**config.mk**
```make
export PLATFORM = sky130hd
export DESIGN_NAME = pipe_stage_skid
export DESIGN_NICKNAME = d
export VERILOG_FILES = /design/src/rtl/pipe_pkg.sv /design/src/rtl/sat_counter.sv /design/src/rtl/pipe_stage_skid.sv
export SDC_FILE = /design/constraint.sdc
export NUM_CORES = 1
export LEC_CHECK = 0
export BUFFER_PORTS_ARGS = -buffer_cell sky130_fd_sc_hd__buf_2
export CORE_ASPECT_RATIO = 0.7
export CORE_MARGIN = 4
export CORE_UTILIZATION = 49
export CTS_CLUSTER_SIZE = 20
export DETAILED_ROUTE_END_ITERATION = 8
export HOLD_SLACK_MARGIN = 0.15
export PLACE_DENSITY = 0.83
export SLEW_MARGIN = 20
export SYNTH_ARGS = -nofsm -noshare
export SYNTH_HDL_FRONTEND = slang
export SYNTH_SLANG_ARGS = --single-unit
```
**constraint.sdc**
```tcl
create_clock -name clk -period 1.9 [get_ports clk]
set_input_delay 0.285 -clock clk [delete_from_list [all_inputs] [get_ports clk]]
set_output_delay 0.285 -clock clk [all_outputs]
set_load 0.01 [all_outputs]
```
**src/rtl/pipe_pkg.sv**
```systemverilog
// Shared constants for the pipeline-stage register: state encoding, mode
// selectors and the MEM/WB payload layout used by wrappers.
package pipe_pkg;

  typedef enum logic [1:0] {
    ST_EMPTY = 2'd0,
    ST_ONE   = 2'd1,
    ST_TWO   = 2'd2
  } state_e;

  localparam int MODE_SKID = 0;
  localparam int MODE_REG  = 1;

  // MEM/WB bundle, MSB first: MemtoReg, RegWrite, MemDout, ALUResult, rdAddr
  localparam int MEMWB_W            = 71;
  localparam int MEMWB_RD_LSB       = 0;
  localparam int MEMWB_RD_W         = 5;
  localparam int MEMWB_ALU_LSB      = 5;
  localparam int MEMWB_DOUT_LSB     = 37;
  localparam int MEMWB_WORD_W       = 32;
  localparam int MEMWB_REGWRITE_BIT = 69;
  localparam int MEMWB_MEMTOREG_BIT = 70;

  function automatic logic [MEMWB_W-1:0] pack_memwb(
    input logic        mem_to_reg,
    input logic        reg_write,
    input logic [31:0] mem_dout,
    input logic [31:0] alu_result,
    input logic [4:0]  rd_addr
  );
    return {mem_to_reg, reg_write, mem_dout, alu_result, rd_addr};
  endfunction

endpackage

```
**src/rtl/sat_counter.sv**
```systemverilog
// Saturating up-counter with a synchronous clear that wins over increment.
module sat_counter
  import pipe_pkg::*;
#(
  parameter int CNT_W = 16
) (
  input  logic             clk,
  input  logic             r,
  input  logic             inc,
  input  logic             clr,
  output logic [CNT_W-1:0] count
);

  logic [CNT_W-1:0] count_q;

  always_ff @(posedge clk or negedge r) begin
    if (!r) begin
      count_q <= '0;
    end else if (clr) begin
      count_q <= '0;
    end else if (inc && (count_q != {CNT_W{1'b1}})) begin
      count_q <= count_q + 1'b1;
    end
  end

  assign count = count_q;

endmodule

```
**src/rtl/pipe_stage_skid.sv**
```systemverilog
// Valid/ready pipeline-stage register: 2-entry skid buffer (registered
// in_ready) or single register (combinational in_ready), with flush.
module pipe_stage_skid
  import pipe_pkg::*;
#(
  parameter int DATA_W         = 71,
  parameter int MODE           = 0,
  parameter int CLEAR_ON_FLUSH = 1,
  parameter int CNT_W          = 16
) (
  input  logic              clk,
  input  logic              r,
  input  logic              flush,
  input  logic              in_valid,
  output logic              in_ready,
  input  logic [DATA_W-1:0] in_data,
  output logic              out_valid,
  input  logic              out_ready,
  output logic [DATA_W-1:0] out_data,
  output logic [1:0]        occupancy,
  output logic [CNT_W-1:0]  stall_cnt,
  input  logic              stall_clr
);

  logic in_fire;
  logic out_fire;

  assign in_fire  = in_valid & in_ready & ~flush;
  assign out_fire = out_valid & out_ready;

  generate
    if (MODE == MODE_SKID) begin : g_skid
      state_e            state_q;
      logic [DATA_W-1:0] main_q;
      logic [DATA_W-1:0] skid_q;
      logic              in_ready_q;

      // in_ready_q always mirrors (next state != ST_TWO)
      always_ff @(posedge clk or negedge r) begin
        if (!r) begin
          state_q    <= ST_EMPTY;
          main_q     <= '0;
          skid_q     <= '0;
          in_ready_q <= 1'b1;
        end else if (flush) begin
          state_q    <= ST_EMPTY;
          in_ready_q <= 1'b1;
          if (CLEAR_ON_FLUSH != 0) begin
            main_q <= '0;
            skid_q <= '0;
          end
        end else begin
          case (state_q)
            ST_EMPTY: begin
              if (in_fire) begin
                state_q <= ST_ONE;
                main_q  <= in_data;
              end
            end
            ST_ONE: begin
              if (in_fire && out_fire) begin
                main_q <= in_data;
              end else if (in_fire) begin
                state_q    <= ST_TWO;
                skid_q     <= in_data;
                in_ready_q <= 1'b0;
              end else if (out_fire) begin
                state_q <= ST_EMPTY;
              end
            end
            ST_TWO: begin
              if (out_fire) begin
                state_q    <= ST_ONE;
                main_q     <= skid_q;
                in_ready_q <= 1'b1;
              end
            end
            default: begin
              state_q    <= ST_EMPTY;
              in_ready_q <= 1'b1;
            end
          endcase
        end
      end

      assign in_ready  = in_ready_q;
      assign out_valid = (state_q != ST_EMPTY);
      assign out_data  = main_q;
      assign occupancy = state_q;
    end else begin : g_reg
      logic              valid_q;
      logic [DATA_W-1:0] main_q;

      always_ff @(posedge clk or negedge r) begin
        if (!r) begin
          valid_q <= 1'b0;
          main_q  <= '0;
        end else if (flush) begin
          valid_q <= 1'b0;
          if (CLEAR_ON_FLUSH != 0) begin
            main_q <= '0;
          end
        end else if (in_fire) begin
          valid_q <= 1'b1;
          main_q  <= in_data;
        end else if (out_fire) begin
          valid_q <= 1'b0;
        end
      end

      assign in_ready  = ~valid_q | out_ready;
      assign out_valid = valid_q;
      assign out_data  = main_q;
      assign occupancy = {1'b0, valid_q};
    end
  endgenerate

  sat_counter #(
    .CNT_W(CNT_W)
  ) u_stall_cnt (
    .clk  (clk),
    .r    (r),
    .inc  (out_valid & ~out_ready),
    .clr  (stall_clr),
    .count(stall_cnt)
  );

endmodule

```
After elaboration in Yosys (flattened, before gate mapping)
Cells that the tools add are included.
W data, S select, Z words.
- memories: 0
- output and inout port bits: 91
- RAM bits: 0
- bits in read-only memories: 0
- bits in latches: 0
- bits in registers: 161
- word-level logic and storage cells: 57
- input bits: 77
- $mul: 0
- div/mod/pow operators: 0
- $lt $le $gt $ge: 0
- add/sub/neg operators: 1
- shift operators: 0
- bitwise operators: 6
- mux-type cells: 22
- equality and inequality tests: 11
- reductions and logical operators: 12
- operator list (operator ; number):
    $mux W71 ; 7
    $pmux W71 S3 ; 1
    $mux W16 ; 2
    $add A16 B1 Y16 const B ; 1
    $ne A16 B16 Y1 const B ; 1
    $ne A3 B3 Y1 const B ; 5
    $mux W2 ; 6
    $reduce_and A4 Y1 ; 3
    $reduce_bool A2 Y1 ; 4
    $pmux W2 S3 ; 1
    $and A1 B1 Y1 ; 4
    $mux W1 ; 4
    $ne A2 B2 Y1 const B ; 2
    $ne A4 B4 Y1 const B ; 1
    $reduce_bool A4 Y1 ; 1
    $pmux W1 S3 ; 1
    $reduce_and A3 Y1 ; 1
    $eq A2 B1 Y1 const B ; 1
    $eq A2 B2 Y1 const B ; 1
    $logic_and A1 B1 Y1 ; 2
    $logic_not A2 Y1 ; 1
    $not A1 Y1 ; 2

Depth between registers and ports, before layout
Gate-level depths: netlist of the first run.
- word-level depth: 7
- mapped depth: 6
- depth with buffers taken out: 5

Cells and area by module
From an unflattened synthesis of the first run, not the netlist that was laid out.
- cells, all modules: 597
- area, all modules: 7094.3 sq um
- modules (own cells, without submodules) (module ; seq. area each (sq um) ; times used ; area an instance (sq um) ; cells an instance):
    pipe_stage_skid ; 3629.7 ; 1 ; 6152.2 ; 499
    sat_counter ; 400.4 ; 1 ; 942.2 ; 98

Least setup slack after synthesis of the first run
No wires, ideal clock.
- path type: reg2reg
- from: reg u_stall_cnt.count_q[0] (netlist: u_stall_cnt.count[0])
- to: reg u_stall_cnt.count_q[1] (netlist: u_stall_cnt.count[1])
- library setup time: 132 ps
- path buffers: 1
- period minus slack after synthesis: 1918 ps
- arrival time: 1786 ps
- setup slack: -18 ps
- required time: 1768 ps
- stages on the path, launching flop included: 7
- cell sequence: dfrtp_1 -> ha_1 -> nand4_1 -> o41ai_4 -> buf_6 -> mux2i_1 -> nor2_1
- word-level cells in the longest chain between the ends: 3
- elaborated cells between the ends (all ways): 6
- classes of those cells: add/sub: 1; eq/ne: 1; mux: 2; reduce/logical: 2
- RTL lines (element ; line ; source):
    from (decl) ; sat_counter.sv:14 ; logic [CNT_W-1:0] count_q;
    from (signal assigned) ; sat_counter.sv:22 ; count_q <= count_q + 1'b1;
    $add A16 B1 Y16 or $ne A16 B16 Y1 (tied branches) ; sat_counter.sv:22, sat_counter.sv:21 ;
    $mux W16 or $logic_and A1 B1 Y1 (tied branches) ; sat_counter.sv:21 ; end else if (inc && (count_q != {CNT_W{1'b1}})) begin
    $mux W16 or $reduce_bool A2 Y1 (tied branches) ; n/a ;
Parallel ways exist; a longest one is shown, timed or not. The select of a mux whose other input is x is not followed.
A chain may end at the register's enable or synchronous reset.

Final worst setup path of the first run
- from: reg g_skid.state_q[1] (netlist: occupancy[1])
- to: reg g_skid.main_q[20] (netlist: out_data[20])
- word-level cells in the longest chain between the ends: 5
- elaborated cells between the ends (all ways): 13
- classes of those cells: eq/ne: 5; mux: 2; bitwise: 1; reduce/logical: 5
- RTL lines (element ; line ; source):
    from (decl) ; pipe_stage_skid.sv:33 ; state_e state_q;
    from (signal assigned) ; pipe_stage_skid.sv:41 ; state_q <= ST_EMPTY;
    from (signal assigned) ; pipe_stage_skid.sv:46 ; state_q <= ST_EMPTY;
    from (signal assigned) ; pipe_stage_skid.sv:56 ; state_q <= ST_ONE;
    $reduce_bool A2 Y1 ; pipe_stage_skid.sv:87 ; assign out_valid = (state_q != ST_EMPTY);
    $and A1 B1 Y1 ; pipe_stage_skid.sv:29 ; assign out_fire = out_valid & out_ready;
    $logic_and A1 B1 Y1 ; pipe_stage_skid.sv:61 ; if (in_fire && out_fire) begin
    $ne A3 B3 Y1 (no source line) ; n/a ;
    $reduce_and A4 Y1 (no source line) ; n/a ;
    to (signal assigned) ; pipe_stage_skid.sv:57 ; main_q <= in_data;
    to (signal assigned) ; pipe_stage_skid.sv:62 ; main_q <= in_data;
    to (signal assigned) ; pipe_stage_skid.sv:74 ; main_q <= skid_q;
    to (decl) ; pipe_stage_skid.sv:34 ; logic [DATA_W-1:0] main_q;
Parallel ways exist; a longest one is shown, timed or not.

==> summary.txt, run 1 <==
Drt
  • Starting DRC count in detailed routing: between 500 and 600
  • Vias: 6813
  • Vias per cell: ~5.4
  • Routed len/inst: around 17 um
  • First-pass iteration count of the detailed router: 7
  • Final wirelength: around 21000 um
  • DR DRC count: 0
  • Detail Route Antenna Nets: 0

Synth
  • Yosys cell types: 39
  • Synth Warn #: 0
  • Post-synthesis instance area: ~0.0075 mm^2
  • Synthesized Nets: 890
  • #FFs+latches synth: 161
  • Gate Count Post-Synth: 812
  • Fraction of registers with async set/reset: 100%
  • Post-synth EDFFs: 0
  • Main synth FF type: dfrtp_1
  • Syn_area_per_cell: 9.29 um^2
  • Sequential share of the synthesized area: 53.4%

Global routing
  • GR Util met3: ~5.1%
  • GR Util met1: 32.0%
  • First-pass GRT wire length: 34300 um
  • Grt peak-use layer: met2
  • Overall Global Routing Usage: 23.9%
  • Met2 usage: 39.9%
  • Largest net degree at the start of global routing: 146
  • Vias in the first global route: 6863
  • Grt total ovfl: 0
  • Initial antenna violation count: 1

Power
  • Part of the power in combinational logic: 14.6%
  • Clk pwr share: 42.4%
  • Power per Cell Area: 862 mW/mm^2
  • Net switching power: between 0.002 and 0.0025 W
  • Sequential Power Share: 43.0%
  • Leak pwr: 4.82 nW
  • Internal power: 0.00654 W
  • Net Sw Frac: between 20% and 30%
  • Max VDD drop: 0.528 mV

Finish
  • Syn-to-layout area delta: 34.6%
  • Layout cell share with drive strength beyond 1: between 20% and 30%
  • Number of fill cells in the layout: ~1.1k
  • NumNets Final: 1124
  • Core Util, Final: about two thirds
  • Most common cell after layout, fill and taps aside: nand2_1
  • Most frequent cells in the layout: nand2_1, buf_2, dfrtp_1
  • Finished Cell Area: ~0.010 mm^2

Critical path
  • Max FO, Critical Path: 12
  • Setup crit end kind: register
  • CP Cell Sequence: nand3b_1 -> a21oi_1 -> a211oi_4 -> buf_4 -> buf_6 -> mux2_2
  • CP arrival: 2170 ps
  • CP Buf/Inv Count: 2
  • Slowest cell on crit path: dfrtp_1
  • Startpoint types: register
  • CP max stage delay: 400 ps
  • WS Path Type: reg -> reg
  • WP data required: 2190 ps
  • CP top delay family: buffers and inverters

Worst hold path
  • HP Class: in -> reg

Clock network
  • Clock insertion delay at the later pin of the skew report: 410 ps
  • Clock transition at the registers of the reported paths: 70 ps
  • CTS root buf: clkbuf_16
  • CTS Buf Count: 17
  • Max clock buf depth: 2
  • CTS HTree Levels: 4
  • Clock sink count: 161
  • CTS tree: done

Placed design
  • Port Buf Inserts: about 170
  • GPL Wtd Cong: 0.762
  • DP HPWL: 12300 um
  • Placement Cell Area: roughly 0.0087 mm^2

Floorplan
  • Core footprint: 0.0149 mm^2
  • Die W: around 160 um
  • Initial core utilization: 50.6%
  • Ports: 168
  • Die Footprint: between 0.015 and 0.02 mm^2
  • Die height: 112 um
  • Standard-cell rows: 37

STA
  • Final setup viols: 0
  • Max-slew violation count: 0
  • Layout Skew: 12.8 ps
  • Fin Setup TNS: 0 ps
  • Worst slew margin: 59.2%
  • Tcrit/Tclk final: 98.9%
  • Worst-margin pin slew: approximately 610 ps
  • Crit path time final: 1880 ps
  • Hold Violations, Final: 0
  • Fmax: 532 MHz
  • Minimum hold slack: 256 ps

Run
  • Max cap viols: 0

Run status
  • Status: complete, no violations
-- per-stage QoR --
| stage | cells | total power [W] | setup slack [ps] |
|---|---|---|---|
| floorplan | 812 | 0.00442 | 68.3 |
| global placement | 1144 | 0.00490 | 92.4 |
| detailed placement | 1144 | 0.00493 | 39.3 |
| CTS | 1249 | 0.00875 | 25.4 |
| global route | 1255 | 0.00907 | -14.7 |
| finish | 1255 | 0.00875 | 20.9 |
-- flip-flops by register name, summed over array words and instances, names as in the netlist --
| name | cells |
|---|---|
| in_ready | 1 |
| u_stall_cnt.count | 16 |
| g_skid.skid_q | 71 |
| out_data | 71 |
| occupancy | 2 |
-- logic make-up (layout without fill, tap and decap cells) --
logic type	after synthesis	in the layout	share of synthesized area [%]
AO/OA/AOI/OAI	176	176	12.6
XOR/XNOR	1	1	0.116
adder cells (fa/ha/maj)	1	1	0.166
buffers and inverters	61	308	3.85
flip-flops	161	161	53.4
multiplexers	74	74	11.5
other	0	1	0
AND/OR/NAND/NOR	338	338	18.3
-- cells in the mapped netlist, types with 2 or more instances --
cell type / count / area, um^2
nand2_1: 293 / 1100
dfrtp_1: 160 / 4000
a21oi_1: 158 / 791
mux2_2: 60 / 676
clkbuf_1: 46 / 173
mux2_4: 10 / 150
buf_6: 8 / 90.1
nand3_1: 6 / 30.0
o21ai_0: 6 / 30.0
o31ai_1: 6 / 45.0
or3_1: 6 / 37.5
or4_1: 6 / 45.0
inv_1: 4 / 15.0
nand4_1: 4 / 25.0
nor2_1: 4 / 15.0
and2_1: 3 / 18.8
mux2_1: 3 / 33.8
nor2b_1: 3 / 18.8
nor3_1: 3 / 15.0
and3_1: 2 / 12.5
buf_1: 2 / 7.51
o21bai_1: 2 / 15.0
-- power groups by stage --
stage                     combinational [W]  clock [W]  sequential (W)
final                               0.00128    0.00371         0.00376
after global routing                0.00139    0.00389         0.00378
after CTS                           0.00124    0.00375         0.00376
after detailed placement            0.00111          0         0.00382
after global placement              0.00109          0         0.00380
after floorplan                    0.000540          0         0.00388
-- path summary, 6_finish.rpt --
path	from	endpoint	slack, ps	cells after the start
worst max-delay path	occupancy[1]	out_data[20]	20	6
worst min-delay path	stall_clr	u_stall_cnt.count[0]	260	2
worst max register to register	occupancy[1]	out_data[20]	20	6
worst min register to register	out_data[65]	out_data[65]	500	1
max in group asynchronous	r	out_data[48]	920	3
min in group asynchronous	r	u_stall_cnt.count[14]	370	2
-- area by class of cell --
cell class              instances  area (um^2)  area share, %
diodes                          1         2.50         0.0246
clock buffers                  22          464           4.57
clock inverters                10          173           1.70
inverters                       4         15.0          0.148
multi-input cells             590         3240           31.9
flip-flops and latches        161         4030           39.7
well taps                     195          244           2.40
repair buffers                272         1980           19.5
-- worst register-to-register path: stages, from the launching register on --
cell	delay, ps
dfrtp_1	400
nand3b_1	130
a21oi_1	120
a211oi_4	300
buf_4	220
buf_6	220
mux2_2	370
-- timing repair --
action / CTS / global route
setup endpoints to repair: 0 / 23
endpoints found under the hold margin: 111 / 0
buffers inserted: 0 / 3
gates resized for setup: 0 / 6
hold buffers: 73 / 0
-- metal layers --
| metal | share of wire, % | routed length (um) | vias up |
|---|---|---|---|
| met3 | 6.9 | 1470 | 34 |
| met5 | 0 | 0 | - |
| met1 | 43 | 9230 | 3305 |
| met4 | 1.7 | 352 | 0 |
| met2 | 48 | 10300 | 286 |
| li1 | - | - | 3188 |
(Power assumes the default switching activity.)
==> inputs of run 2 (changes only) <==
==> constraint.sdc (replaced) <==
create_clock -name clk -period 1.9 [get_ports clk]
set_input_delay 0.57 -clock clk [delete_from_list [all_inputs] [get_ports clk]]
set_output_delay 0.57 -clock clk [all_outputs]
set_load 0.01 [all_outputs]
==> summary.txt, run 2 (synthesized netlist as in run 1, its figures left out) <==
Run status
  • Status: complete, no violations

Critical path
  • WS Path Type: reg -> out
  • Most frequent CP cell: buf_6
  • Max FO, Critical Path: 5 (-7)
  • CP max stage delay: 380 ps (-20 ps)
  • Setup crit end kind: primary output
  • WP data required: 1330 ps (-860 ps)
  • CP arrival: 1270 ps (-900 ps)
  • Slowest cell on crit path: dfrtp_1
  • Startpoint types: register
  • Worst reg2reg setup slack: 70 ps (+50 ps)
  • CP Cell Sequence: buf_6 -> or2_4 -> buf_6

Clock network
  • Clock sink count: 161 (unchanged)
  • CTS tree: done
  • Max clock buf depth: 2 (unchanged)
  • Clock transition at the registers of the reported paths: 70 ps (about the same)
  • CTS HTree Levels: 4 (unchanged)
  • CTS Buf Count: 17 (unchanged)
  • Clock insertion delay at the later pin of the skew report: 420 ps (about the same)
  • CTS root buf: clkbuf_16

Placed design
  • Placement Cell Area: 0.00891 mm^2 (+2.3%)
  • DP HPWL: 13000 um (+5.8%)
  • Port Buf Inserts: 167 (unchanged)
  • GPL Wtd Cong: 0.856 (+12%)

Finish
  • NumNets Final: 1072 (-4.6%)
  • Most common cell after layout, fill and taps aside: nand2_1
  • Most frequent cells in the layout: nand2_1, buf_2, dfrtp_1
  • Finished Cell Area: 0.00960 mm^2 (-5.5%)
  • Layout cell share with drive strength beyond 1: 33.1% (+3.9 points)
  • Syn-to-layout area delta: 27.2%
  • Core Util, Final: 64.4% (-3.7 points)

STA
  • Final setup viols: 0 (unchanged)
  • RSZ-0062 raised after global routing: false
  • Worst slew margin: 67.3% (+8.1 points)
  • Layout Skew: 12.9 ps (+0.0658 ps)
  • Hold Violations, Final: 0 (unchanged)
  • Minimum hold slack: 385 ps (+129 ps)
  • Worst-margin pin slew: 491 ps (-121 ps)
  • Crit path time final: 1840 ps (-40.6 ps)
  • Fmax: 544 MHz (+2.2%)
  • Max-slew violation count: 0 (unchanged)
  • Tcrit/Tclk final: 96.8% (-2.1 points)
  • Fin Setup TNS: 0 ps (unchanged)

Power
  • Power per Cell Area: 881 mW/mm^2 (+2.2%)
  • Total Power: 0.00846 W (-3.4%)
  • Max VDD drop: 0.597 mV (+13%)
  • Leak pwr: 4.62 nW (-4.2%)

Floorplan
  • Standard-cell rows: 37 (unchanged)
  • Initial core utilization: 50.6% (unchanged)
  • Core footprint: 0.0149 mm^2 (unchanged)
  • Die W: 156 um (unchanged)
  • Die height: 112 um (unchanged)
  • Ports: 168 (unchanged)
  • Die Footprint: 0.0175 mm^2 (unchanged)

Global routing
  • First-pass GRT wire length: 32500 um (-5.1%)
  • Overall Global Routing Usage: 23.0% (-0.93 points)
  • Grt total ovfl: 0 (unchanged)
  • Largest net degree at the start of global routing: 114 (-22%)
  • Vias in the first global route: 6438 (-6.2%)
  • Initial antenna violation count: 2 (+1)

Drt
  • Starting DRC count in detailed routing: 423 (-18%)
  • Final wirelength: 19700 um (-7.7%)
  • Routed len/inst: 16.3 um (-3.7%)
  • DR DRC count: 0 (unchanged)
  • Max layer used: met5
  • Met2 wire len: 9120 um (-11%)
  • Metal3 WL: 1490 um (+1.3%)
  • Vias: 6516 (-4.4%)
  • Detail Route Antenna Nets: 0 (unchanged)
  • First-pass iteration count of the detailed router: 5 (-2)
  • Vias per cell: 5.42 (-0.23%)
  • DRT met1 WL: 8780 um (-4.9%)

Run
  • Max cap viols: 0 (unchanged)

Worst hold path
  • HP Class: in -> reg
==> run 2: cell count changes in the layout (fill, tap and decap cells not counted), sizes merged <==
cell,before,now
bufinv,4,2
inv,7,11
clkbuf,23,18
buf,198,219
clkinv,1,2
clkinvlp,2,3
dlygate4sd3,73,1
==> run 2: critical path, delay by kind of cell, from the launching register on <==
family	cells	cell delay (ps)
buf+inv	2	250
flops	1	380
simple gates	1	220
==> run 2: routing by layer <==
| metal | vias up | global-route usage [%] |
|---|---|---|
| li1 | 3088 | - |
| met1 | 3157 | 32.1 |
| met2 | 246 | 35.7 |
| met3 | 23 | 5.83 |
| met4 | 2 | 6.65 |
| met5 | - | 0 |
==> run 2: metrics by stage <==
step / std cells / setup WS (ps)
2_1_floorplan: 812 / 27.6
3_3_place_gp: 1164 / -99.5
3_5_place_dp: 1164 / -105
4_1_cts: 1202 / -10.2
5_1_grt: 1203 / 14.1
6_report: 1203 / 61.5
==> run 2: area by class of cell <==
type	instances	area (um^2)
inverters	4	15.0
diodes	1	2.50
multi-input cells	590	3240
flip-flops and latches	161	4030
well taps	195	244
fillers	1155	5310
repair buffers	220	1460
clock inverters	14	166
clock buffers	18	439
==> run 2: final timing paths <==
path | start | endpoint | cells past startpoint
max | occupancy[1] | out_valid | 3
min | in_data[53] | g_skid.skid_q[53] | 3
max reg2reg | occupancy[1] | out_data[5] | 7
min reg2reg | out_data[4] | out_data[4] | 1
max in group asynchronous | r | g_skid.skid_q[50] | 3
min in group asynchronous | r | u_stall_cnt.count[13] | 2
==> run 2: repair_timing <==
action | CTS | global route
gates resized for setup | 2 | 3
endpoints found under the setup margin | 4 | 2
hold endpoints to repair | 30 | 0
cloned | 0 | 0
setup buffers | 5 | 0
hold buffers | 1 | 0
pin swaps | 1 | 0
==> run 2: power breakdown <==
part / internal (W) / switching [W]
sequential: 0.00363 / 0.000122
clock: 0.00202 / 0.00150
combinational: 0.000551 / 0.000633
